### src/rtl/spi_shift_core.sv
// spi_shift_core
// Master-side SPI byte shifter: generates sclk from a programmable baud
// half-period, shifts one byte out on mosi and one byte in from miso, and
// raises a one-cycle receivedata pulse when the byte completes.
//
// Ports
//   pclk, preset        system clock, synchronous active-high reset
//   mstr, spe, spiswai  master / enable / stop-in-wait control bits
//   cpol, cpha, lsbfe   clock polarity, clock phase, LSB-first select
//   sppr, spr           baud prescaler and rate select, H = (sppr+1) << spr
//   spimode             00 run, 01 wait, 10 stop
//   senddata            transfer request, only looked at while idle
//   mosidata            byte to transmit
//   miso                serial input
//   sclk, mosi, ss      serial clock, serial output, active-low slave select
//   tip                 transfer in progress
//   receivedata         one-cycle pulse when a byte has been received
//   misodata            last completely received byte
//
// Handshake: senddata is a level request accepted only in IDLE when the
// block is enabled; there is no back-pressure. receivedata is a one-cycle
// strobe; misodata is loaded during that same cycle and is stable from the
// following cycle until the next completed byte.
module spi_shift_core #(
    parameter int         CNT_W   = 11,
    parameter logic [1:0] SPISTOP = 2'b10
) (
    input  logic       pclk,
    input  logic       preset,
    input  logic       mstr,
    input  logic       spe,
    input  logic       cpol,
    input  logic       cpha,
    input  logic       lsbfe,
    input  logic       spiswai,
    input  logic [2:0] sppr,
    input  logic [2:0] spr,
    input  logic [1:0] spimode,
    input  logic       senddata,
    input  logic [7:0] mosidata,
    input  logic       miso,
    output logic       sclk,
    output logic       mosi,
    output logic       ss,
    output logic       tip,
    output logic       receivedata,
    output logic [7:0] misodata
);

    typedef enum logic [1:0] {
        IDLE = 2'd0,
        XFER = 2'd1,
        DONE = 2'd2
    } state_t;

    state_t             state_q, state_d;
    logic [7:0]         tx_sh_q, tx_sh_d;
    logic [7:0]         rx_sh_q, rx_sh_d;
    logic               cpol_l_q, cpol_l_d;
    logic               cpha_l_q, cpha_l_d;
    logic               lsbfe_l_q, lsbfe_l_d;
    logic [CNT_W-1:0]   h_q, h_d;
    logic [CNT_W-1:0]   cnt_q, cnt_d;
    logic [4:0]         edge_q, edge_d;
    logic               sclk_q, sclk_d;
    logic               mosi_q, mosi_d;
    logic [7:0]         misodata_q, misodata_d;

    logic               enable;
    logic [CNT_W-1:0]   h_calc;
    logic               wrap;
    logic [4:0]         edge_nxt;
    logic               leading;
    logic               sample;
    logic [7:0]         tx_shifted;

    // The bit that drives mosi for a given shift register content.
    function automatic logic out_bit(input logic [7:0] v, input logic lsb);
        return lsb ? v[0] : v[7];
    endfunction

    // Stop mode never enables; wait mode enables unless stop-in-wait is set.
    assign enable = mstr & spe & (spimode != SPISTOP) &
                    ((spimode == 2'b00) | ((spimode == 2'b01) & ~spiswai));

    // H ranges 1..1024, so it needs 11 bits; the counter only reaches H-1.
    assign h_calc = {{(CNT_W-4){1'b0}}, 4'({1'b0, sppr} + 4'd1)} << spr;

    assign wrap       = (cnt_q == (h_q - 1'b1));
    assign edge_nxt   = edge_q + 5'd1;
    assign leading    = edge_nxt[0];
    assign sample     = cpha_l_q ? ~leading : leading;
    assign tx_shifted = lsbfe_l_q ? {1'b0, tx_sh_q[7:1]} : {tx_sh_q[6:0], 1'b0};

    always_comb begin
        state_d    = state_q;
        tx_sh_d    = tx_sh_q;
        rx_sh_d    = rx_sh_q;
        cpol_l_d   = cpol_l_q;
        cpha_l_d   = cpha_l_q;
        lsbfe_l_d  = lsbfe_l_q;
        h_d        = h_q;
        cnt_d      = cnt_q;
        edge_d     = edge_q;
        sclk_d     = sclk_q;
        mosi_d     = mosi_q;
        misodata_d = misodata_q;

        case (state_q)
            IDLE: begin
                if (senddata && enable) begin
                    state_d   = XFER;
                    tx_sh_d   = mosidata;
                    cpol_l_d  = cpol;
                    cpha_l_d  = cpha;
                    lsbfe_l_d = lsbfe;
                    h_d       = h_calc;
                    cnt_d     = '0;
                    edge_d    = '0;
                    rx_sh_d   = '0;
                    sclk_d    = cpol;
                    // Phase 0 must have the first bit on the wire before edge 1.
                    if (!cpha) begin
                        mosi_d = out_bit(mosidata, lsbfe);
                    end
                end
            end

            XFER: begin
                if (!enable) begin
                    state_d = IDLE;
                end else if (wrap) begin
                    cnt_d  = '0;
                    sclk_d = ~sclk_q;
                    edge_d = edge_nxt;

                    if (sample) begin
                        rx_sh_d = lsbfe_l_q ? {miso, rx_sh_q[7:1]} : {rx_sh_q[6:0], miso};
                    end

                    // Seven shifts per byte: phase 1 presents bit 0 on edge 1
                    // without shifting; phase 0 keeps the last bit through
                    // edge 16 so mosi idles at the final bit.
                    if (cpha_l_q) begin
                        if (leading) begin
                            if (edge_nxt != 5'd1) begin
                                tx_sh_d = tx_shifted;
                                mosi_d  = out_bit(tx_shifted, lsbfe_l_q);
                            end else begin
                                mosi_d  = out_bit(tx_sh_q, lsbfe_l_q);
                            end
                        end
                    end else if (!leading && (edge_nxt != 5'd16)) begin
                        tx_sh_d = tx_shifted;
                        mosi_d  = out_bit(tx_shifted, lsbfe_l_q);
                    end

                    if (edge_nxt == 5'd16) begin
                        state_d = DONE;
                    end
                end else begin
                    cnt_d = cnt_q + 1'b1;
                end
            end

            DONE: begin
                misodata_d = rx_sh_q;
                state_d    = IDLE;
            end

            default: begin
                state_d = IDLE;
            end
        endcase
    end

    always_ff @(posedge pclk) begin
        if (preset) begin
            state_q    <= IDLE;
            tx_sh_q    <= '0;
            rx_sh_q    <= '0;
            cpol_l_q   <= 1'b0;
            cpha_l_q   <= 1'b0;
            lsbfe_l_q  <= 1'b0;
            h_q        <= '0;
            cnt_q      <= '0;
            edge_q     <= '0;
            sclk_q     <= 1'b0;
            mosi_q     <= 1'b0;
            misodata_q <= '0;
        end else begin
            state_q    <= state_d;
            tx_sh_q    <= tx_sh_d;
            rx_sh_q    <= rx_sh_d;
            cpol_l_q   <= cpol_l_d;
            cpha_l_q   <= cpha_l_d;
            lsbfe_l_q  <= lsbfe_l_d;
            h_q        <= h_d;
            cnt_q      <= cnt_d;
            edge_q     <= edge_d;
            sclk_q     <= sclk_d;
            mosi_q     <= mosi_d;
            misodata_q <= misodata_d;
        end
    end

    // Idle sclk follows the live cpol input, but is forced low under reset.
    assign sclk        = (state_q == IDLE) ? (cpol & ~preset) : sclk_q;
    assign mosi        = mosi_q;
    assign ss          = (state_q != XFER);
    assign tip         = (state_q == XFER);
    assign receivedata = (state_q == DONE);
    assign misodata    = misodata_q;

endmodule

### config.mk
export PLATFORM = sky130hd
export DESIGN_NAME = spi_shift_core
export DESIGN_NICKNAME = d
export VERILOG_FILES = /design/src/rtl/spi_shift_core.sv
export SDC_FILE = /design/constraint.sdc
export NUM_CORES = 1
export LEC_CHECK = 0
export ABC_CLOCK_PERIOD_IN_PS = 2250
export CORE_AREA = 4 4 85 87
export CTS_BUF_LIST = sky130_fd_sc_hd__clkbuf_2 sky130_fd_sc_hd__clkbuf_4 sky130_fd_sc_hd__clkbuf_8
export CTS_CLUSTER_SIZE = 28
export DETAILED_ROUTE_END_ITERATION = 16
export DIE_AREA = 0 0 89 91
export PLACE_DENSITY = 0.83
export SLEW_MARGIN = 0
export SYNTH_ARGS = -nofsm -noshare
export SYNTH_HDL_FRONTEND = slang
export SYNTH_SLANG_ARGS = --single-unit
### constraint.sdc
create_clock -name pclk -period 2.25 [get_ports pclk]
set_clock_uncertainty 0.15 [all_clocks]
set_input_delay 0.225 -clock pclk [delete_from_list [all_inputs] [get_ports pclk]]
set_output_delay 0.225 -clock pclk [all_outputs]
set_load 0.02 [all_outputs]
==> metrics.yaml, run 1 <==
logic_synthesis:
  syn_area_per_cell_um2: 8.44
  synth_edf_count: 0
  synth_nets: 429
  ys.flop_type: "dfxtp_1"
  synth_area_leaders: "dfxtp_1, mux2i_1, nand2_1"
  synth_seq_area_share_pct: 34.0
  synth_top_area_share_pct: 34.0
  synth.distinct_cells: 64
  synth_area_mm2: 0.00336
  synth_warnings: 0
  ys_async_sr_fraction_pct: 0
  netlist_instances: 398
  synth.largest_area_cell: "dfxtp_1"
  ys_ff_latch: 57
layout:
  final_common_cell: "nand2_1"
  area_delta_synth_final_pct: 38.9
  final_cell_mix: "nand2_1, dfxtp_1, buf_4"
  finish.utilization_pct: 73.4
  design_area_mm2: 0.00466
  antennaDiodeCount: 0
  drive_gt1_share_pct: 28.9
  stdcell_count: 551
  final_nets: 500
  fillers: 405
setup_path:
  path_buf_inv: 1
  path_delay_family: "simple AND/OR/NAND/NOR gates"
  arrival_ns: 2.51
  regToRegSetupSlack_ns: -0.18
  crit_path_end_kind: "flop"
  path_max_fanout: 8
  cp.required_ns: 2.33
  cp_slowest_stage_delay_ns: 0.44
  crit_path_top_delay_cell: "o41ai_4"
  cp-start-kind: "flop"
  crit_chain: "inv_2 > ha_4 > nor4b_4 > nand2_2 > and4bb_2 > nor3_4 > o41ai_4 > a21oi_4 > o2bb2ai_2"
  critPathKind: "reg2reg"
clock_tree:
  cts_buffer_depth: 2
  cts_tree: "done"
  clk_pin_slew_ns: 0.07
  cts_sinks: 57
  cts-root-buf: "clkbuf_8"
  cts_buffers: 9
  h-tree-depth: 3
  clock_latency_ns: 0.34
timing:
  slew_headroom_pct: 53.4
  rsz0062_at_grt: "yes"
  hold_viol: 0
  setup_ws_ns: -0.183
  finalMaxSlewViolations: 0
  tightest_slew_ns: 0.699
  period_needed_ns: 2.43
  setup_viol: 36
  fmax_mhz: 411
  timing.final.crit_share_pct: 108
global_route:
  grt.total_usage_pct: 24.0
  grt_pass1_vias: 3208
  grt_pass1_wl_mm: 15.7
  antenna_found_initial: 0
  grt_max_degree: 50
  grt_overflow: 0
route:
  vias: 3361
  wl_per_cell_um: 17.9
  vias_per_cell: 6.10
  drc: 0
  wl_mm: 9.85
  drtAntennaViolNets: 0
  drt_iter0_markers: 386
  dr.pass1.iters: 5
placement:
  dp_hpwl_mm: 6.03
  dpl_cell_area_mm2: 0.00407
  gp_congestion: 0.842
  placed_cells: 530
  portBuffers: 38
worst_hold_path:
  hp-class: "reg2reg"
floorplanning:
  num_rows: 29
  core-area_mm2: 0.00635
  io_pins: 39
  die_y_um: 91
  die_w_um: 89
  die_area_mm2: 0.00810
  start_util_pct: 52.9
pwr:
  power_leakage_uw: 0.00174
  worst_ir_drop_vdd_mv: 0.555
  totalPowerFinal_uw: 2480
  p_per_area_mw_per_mm2: 531
flow_run:
  cap_violations: 0
run_status:
  violations: "setup timing"
  status: "finished, violations left"
==> state kept, by name, indices dropped and copies added, names as in the netlist <==
name and flops:
misodata 8, cpha_l_q 1, tx_sh_q 8, lsbfe_l_q 1, h_q 11, sclk_q 1
mosi 1, rx_sh_q 8, edge_q 5, state_q 2, cnt_q 11
==> path summary, 6_finish.rpt <==
check,start,endpoint,depth (start not counted)
worst max register to register,h_q[0],rx_sh_q[1],9
worst min-delay path,misodata[6],misodata[6],2
worst max-delay path,h_q[0],rx_sh_q[1],9
worst min register to register,misodata[6],misodata[6],2
==> cell families after synthesis <==
group	Yosys count	synth area share (%)
adder cells (fa/ha/maj)	5	1.86
AND/OR/NAND/NOR	165	27.5
multiplexers	21	6.26
flip-flops	57	34.0
buffers and inverters	37	4.58
AO/OA/AOI/OAI	87	19.0
XOR/XNOR	26	6.78
==> what timing repair did <==
action | CTS | global route
cloned | 1 | 0
endpoints found under the setup margin | 37 | 38
resized for setup | 33 | 32
pin swaps | 27 | 32
hold buffers | 0 | 0
buffers inserted | 4 | 1
==> routing by layer <==
metal | GRT usage [%] | vias up | routed length (um)
met5 | 0 | - | 0
met4 | 8.19 | 0 | 166
met3 | 5.34 | 28 | 583
met2 | 39.0 | 149 | 5020
met1 | 31.3 | 1603 | 4070
li1 | - | 1581 | -
==> cell usage after synthesis (3+ instances only) <==
| master | n |
|---|---|
| clkbuf_1 | 18 |
| o21ai_2 | 6 |
| xnor2_1 | 15 |
| buf_2 | 3 |
| nand4_1 | 10 |
| a21oi_1 | 19 |
| xor2_1 | 11 |
| inv_1 | 10 |
| nor2b_1 | 3 |
| nor3_1 | 13 |
| nor3_2 | 12 |
| mux2i_1 | 21 |
| nor4_1 | 4 |
| nand2b_1 | 4 |
| a211oi_1 | 11 |
| nand3_1 | 11 |
| dfxtp_1 | 57 |
| a31oi_1 | 3 |
| ha_1 | 5 |
| nor2_1 | 27 |
| o2bb2ai_1 | 8 |
| and3_1 | 5 |
| o21ai_0 | 12 |
| nand2_1 | 55 |
==> report_power, final <==
part | switching, uW | internal (uW)
logic | 138 | 122
clock network | 453 | 735
registers | 11.6 | 1020
total | 603 | 1870
==> cell type report <==
type / count / area [um2] / area share, %
multi-input combinational: 304 / 2330 / 49.9
clock buffer: 9 / 124 / 2.66
timing repair buffer: 85 / 802 / 17.2
inverter: 12 / 46.3 / 0.993
clock inverter: 7 / 119 / 2.55
tap: 77 / 96.3 / 2.07
sequential: 57 / 1150 / 24.7
==> worst register-to-register path: stages, from the launching register on <==
cell and delay (ns):
dfxtp_2 0.34, inv_2 0.07, ha_4 0.15, nor4b_4 0.27
nand2_2 0.12, and4bb_2 0.35, nor3_4 0.08, o41ai_4 0.44
a21oi_4 0.17, o2bb2ai_2 0.17
==> metrics by stage <==
| step | worst slack, ns | TNS, ns | hold slack (ns) |
|---|---|---|---|
| finish | -0.183 | -4.23 | 0.305 |
| global route | -0.249 | -7.15 | 0.332 |
| CTS | -0.124 | -2.28 | 0.307 |
| detailed placement | -0.162 | -3.03 | 0.300 |
| global placement | -0.0512 | -0.590 | 0.295 |
| floorplan | 0.0141 | 0 | 0.211 |
No activity file was read; power rests on OpenSTA's default activity.
==> run 2: changes to the inputs <==
--- a/config.mk
+++ b/config.mk
@@ -12,6 +12,7 @@
 export DETAILED_ROUTE_END_ITERATION = 16
 export DIE_AREA = 0 0 89 91
 export PLACE_DENSITY = 0.83
+export RECOVER_POWER = 100
 export SLEW_MARGIN = 0
 export SYNTH_ARGS = -nofsm -noshare
 export SYNTH_HDL_FRONTEND = slang
==> run 2 against run 1 <==
The flow still finishes with violations (setup timing). Power down 0.23%. Combinational power about the same. Routed wire length is 0.75% higher. Sequential power about the same. Sequential share of layout area increased by 0.11 points. Core utilization shrank 0.32 points. Fmax is 0.64% higher. Register-to-register slack improved by 0.02 ns. Highest routed layer unchanged.
==> metrics.yaml, run 2 (synthesized netlist as in run 1, its figures left out) <==
floorplanning:
  die_y_um: 91
  die_w_um: 89
  core-area_mm2: 0.00635
  num_rows: 29
  io_pins: 39
  die_area_mm2: 0.00810
  start_util_pct: 52.9
layout:
  antennaDiodeCount: 0
  design_area_mm2: 0.00464
  top_regs: "cnt_q x11, h_q x11"
  area_delta_synth_final_pct: 38.3
  final_cell_mix: "nand2_1, dfxtp_1, buf_4"
  stdcell_count: 551
  drive_gt1_share_pct: 28.3
  final_common_cell: "nand2_1"
  final_nets: 500
setup_path:
  crit_path_end_kind: "flop"
  cp_slowest_stage_delay_ns: 0.34
  cp.depth: 11
  r2r_cells: 11
  path_common_cell: "buf_6"
  crit_chain: "inv_2 > ha_4 > nor4b_4 > nand2b_1 > xnor2_2 > nand4_2 > buf_6 > nor3_4 > nand4bb_1 > buf_6 > o2bb2ai_1"
  cp.required_ns: 2.38
  path_max_fanout: 8
  crit_path_top_delay_cell: "dfxtp_2"
  arrival_ns: 2.54
  cp-start-kind: "flop"
  crit_start: "h_q[0]"
  rr_startpoint: "h_q[0]"
  path_buf_inv: 3
  critPathKind: "reg2reg"
  path_delay_family: "simple AND/OR/NAND/NOR gates"
route:
  drc: 0
  drtAntennaViolNets: 0
  wl_per_cell_um: 18.0
  wl_mm: 9.92
  dr.pass1.iters: 5
  drt_iter0_markers: 384
  vias: 3363
  vias_per_cell: 6.10
clock_tree:
  h-tree-depth: 3
  cts_buffer_depth: 2
  cts-root-buf: "clkbuf_8"
  cts_buffers: 9
  clk_pin_slew_ns: 0.07
  clock_latency_ns: 0.34
  cts_tree: "done"
  cts_sinks: 57
timing:
  slew_headroom_pct: 53.8
  fmax_mhz: 414
  setup_viol: 36
  tightest_slew_ns: 0.692
  hold_viol: 0
  finalMaxSlewViolations: 0
  final.setup.tns_ns: -4.23
  timing.final.crit_share_pct: 107
  holdWs_ns: 0.302
  setup_ws_ns: -0.168
  rsz0062_at_grt: "yes"
  period_needed_ns: 2.42
flow_run:
  cap_violations: 0
pwr:
  power_leakage_uw: 0.00174
  combinationalPowerShare_pct: 10.5
  seqPwrFrac_pct: 41.6
  p_per_area_mw_per_mm2: 532
  p_int_uw: 1870
  worst_ir_drop_vdd_mv: 0.555
  p_sw_share_pct: 24.3
  pwr-share-clk_pct: 47.9
  switchingPower_uw: 599
global_route:
  grt_pass1_wl_mm: 15.7
  grt_max_degree: 50
  antenna_found_initial: 0
  grt_overflow: 0
  grt.total_usage_pct: 24.0
  grt_pass1_vias: 3208
placement:
  portBuffers: 38
  dp_hpwl_mm: 6.03
  gp_congestion: 0.842
  placed_cells: 530
  dpl_cell_area_mm2: 0.00407
run_status:
  violations: "setup timing"
  status: "finished, violations left"
worst_hold_path:
  hp-class: "reg2reg"
  min_from: "misodata[6]"
  min_path_cells: 2
## run 2: changes by cell type in the layout (fill, tap and decap cells not counted), sizes merged
| cell | change |
|---|---|
| dlygate4sd3 | +11 |
| buf | -4 |
| dlymetal6s2s | -1 |
| clkdlybuf4s50 | -11 |
| clkbuf | +5 |
## run 2: power groups by stage
stage | clock [uW] | sequential (uW) | combinational [uW]
floorplan | 0 | 1050 | 127
global placement | 0 | 1050 | 209
detailed placement | 0 | 1050 | 214
CTS | 1190 | 1030 | 235
global route | 1240 | 1030 | 274
finish | 1180 | 1030 | 259
## run 2: per-layer routing
layer  wire, um  track usage (%)  vias to the layer above  share of wire [%]
li1           -                -                     1579                  -
met1       4090             31.3                     1603                 41
met2       5010             39.0                      156                 51
met3        631             5.34                       25                6.4
met4        184             8.19                        0                1.9
met5          0                0                        -                  0
## run 2: worst paths after layout
path | end | slack [ns]
hold reg to reg | misodata[6] | 0.30
setup / recovery | rx_sh_q[5] | -0.17
setup reg to reg | rx_sh_q[5] | -0.17
hold / removal | misodata[6] | 0.30
## run 2: worst register-to-register path, stage by stage (launching register included)
cell and delay [ns]:
dfxtp_2 0.34, inv_2 0.07, ha_4 0.15, nor4b_4 0.27, nand2b_1 0.16, xnor2_2 0.19
nand4_2 0.16, buf_6 0.17, nor3_4 0.18, nand4bb_1 0.20, buf_6 0.19, o2bb2ai_1 0.13
## run 2: layout make-up
type | count | area [um2]
inverters | 12 | 46.3
clock inverters | 7 | 119
fillers | 405 | 1710
flip-flops and latches | 57 | 1150
clock buffers | 9 | 124
repair buffers | 85 | 782
well taps | 77 | 96.3
multi-input cells | 304 | 2330
## run 2: what timing repair did
action,in CTS,in global routing
gates cloned,1,0
endpoints found under the setup margin,37,38
hold buffers,0,0
buffers inserted,4,1
resized for setup,33,32
pin swaps,27,32
## run 2: metrics by stage
step                      setup WS (ns)  util [%]  power, uW
final                            -0.168      73.1       2470
after global routing             -0.249      73.1       2540
after CTS                        -0.124      70.9       2460
after detailed placement         -0.162      64.0       1260
after global placement          -0.0512      64.0       1260
after floorplan                  0.0141         -       1170
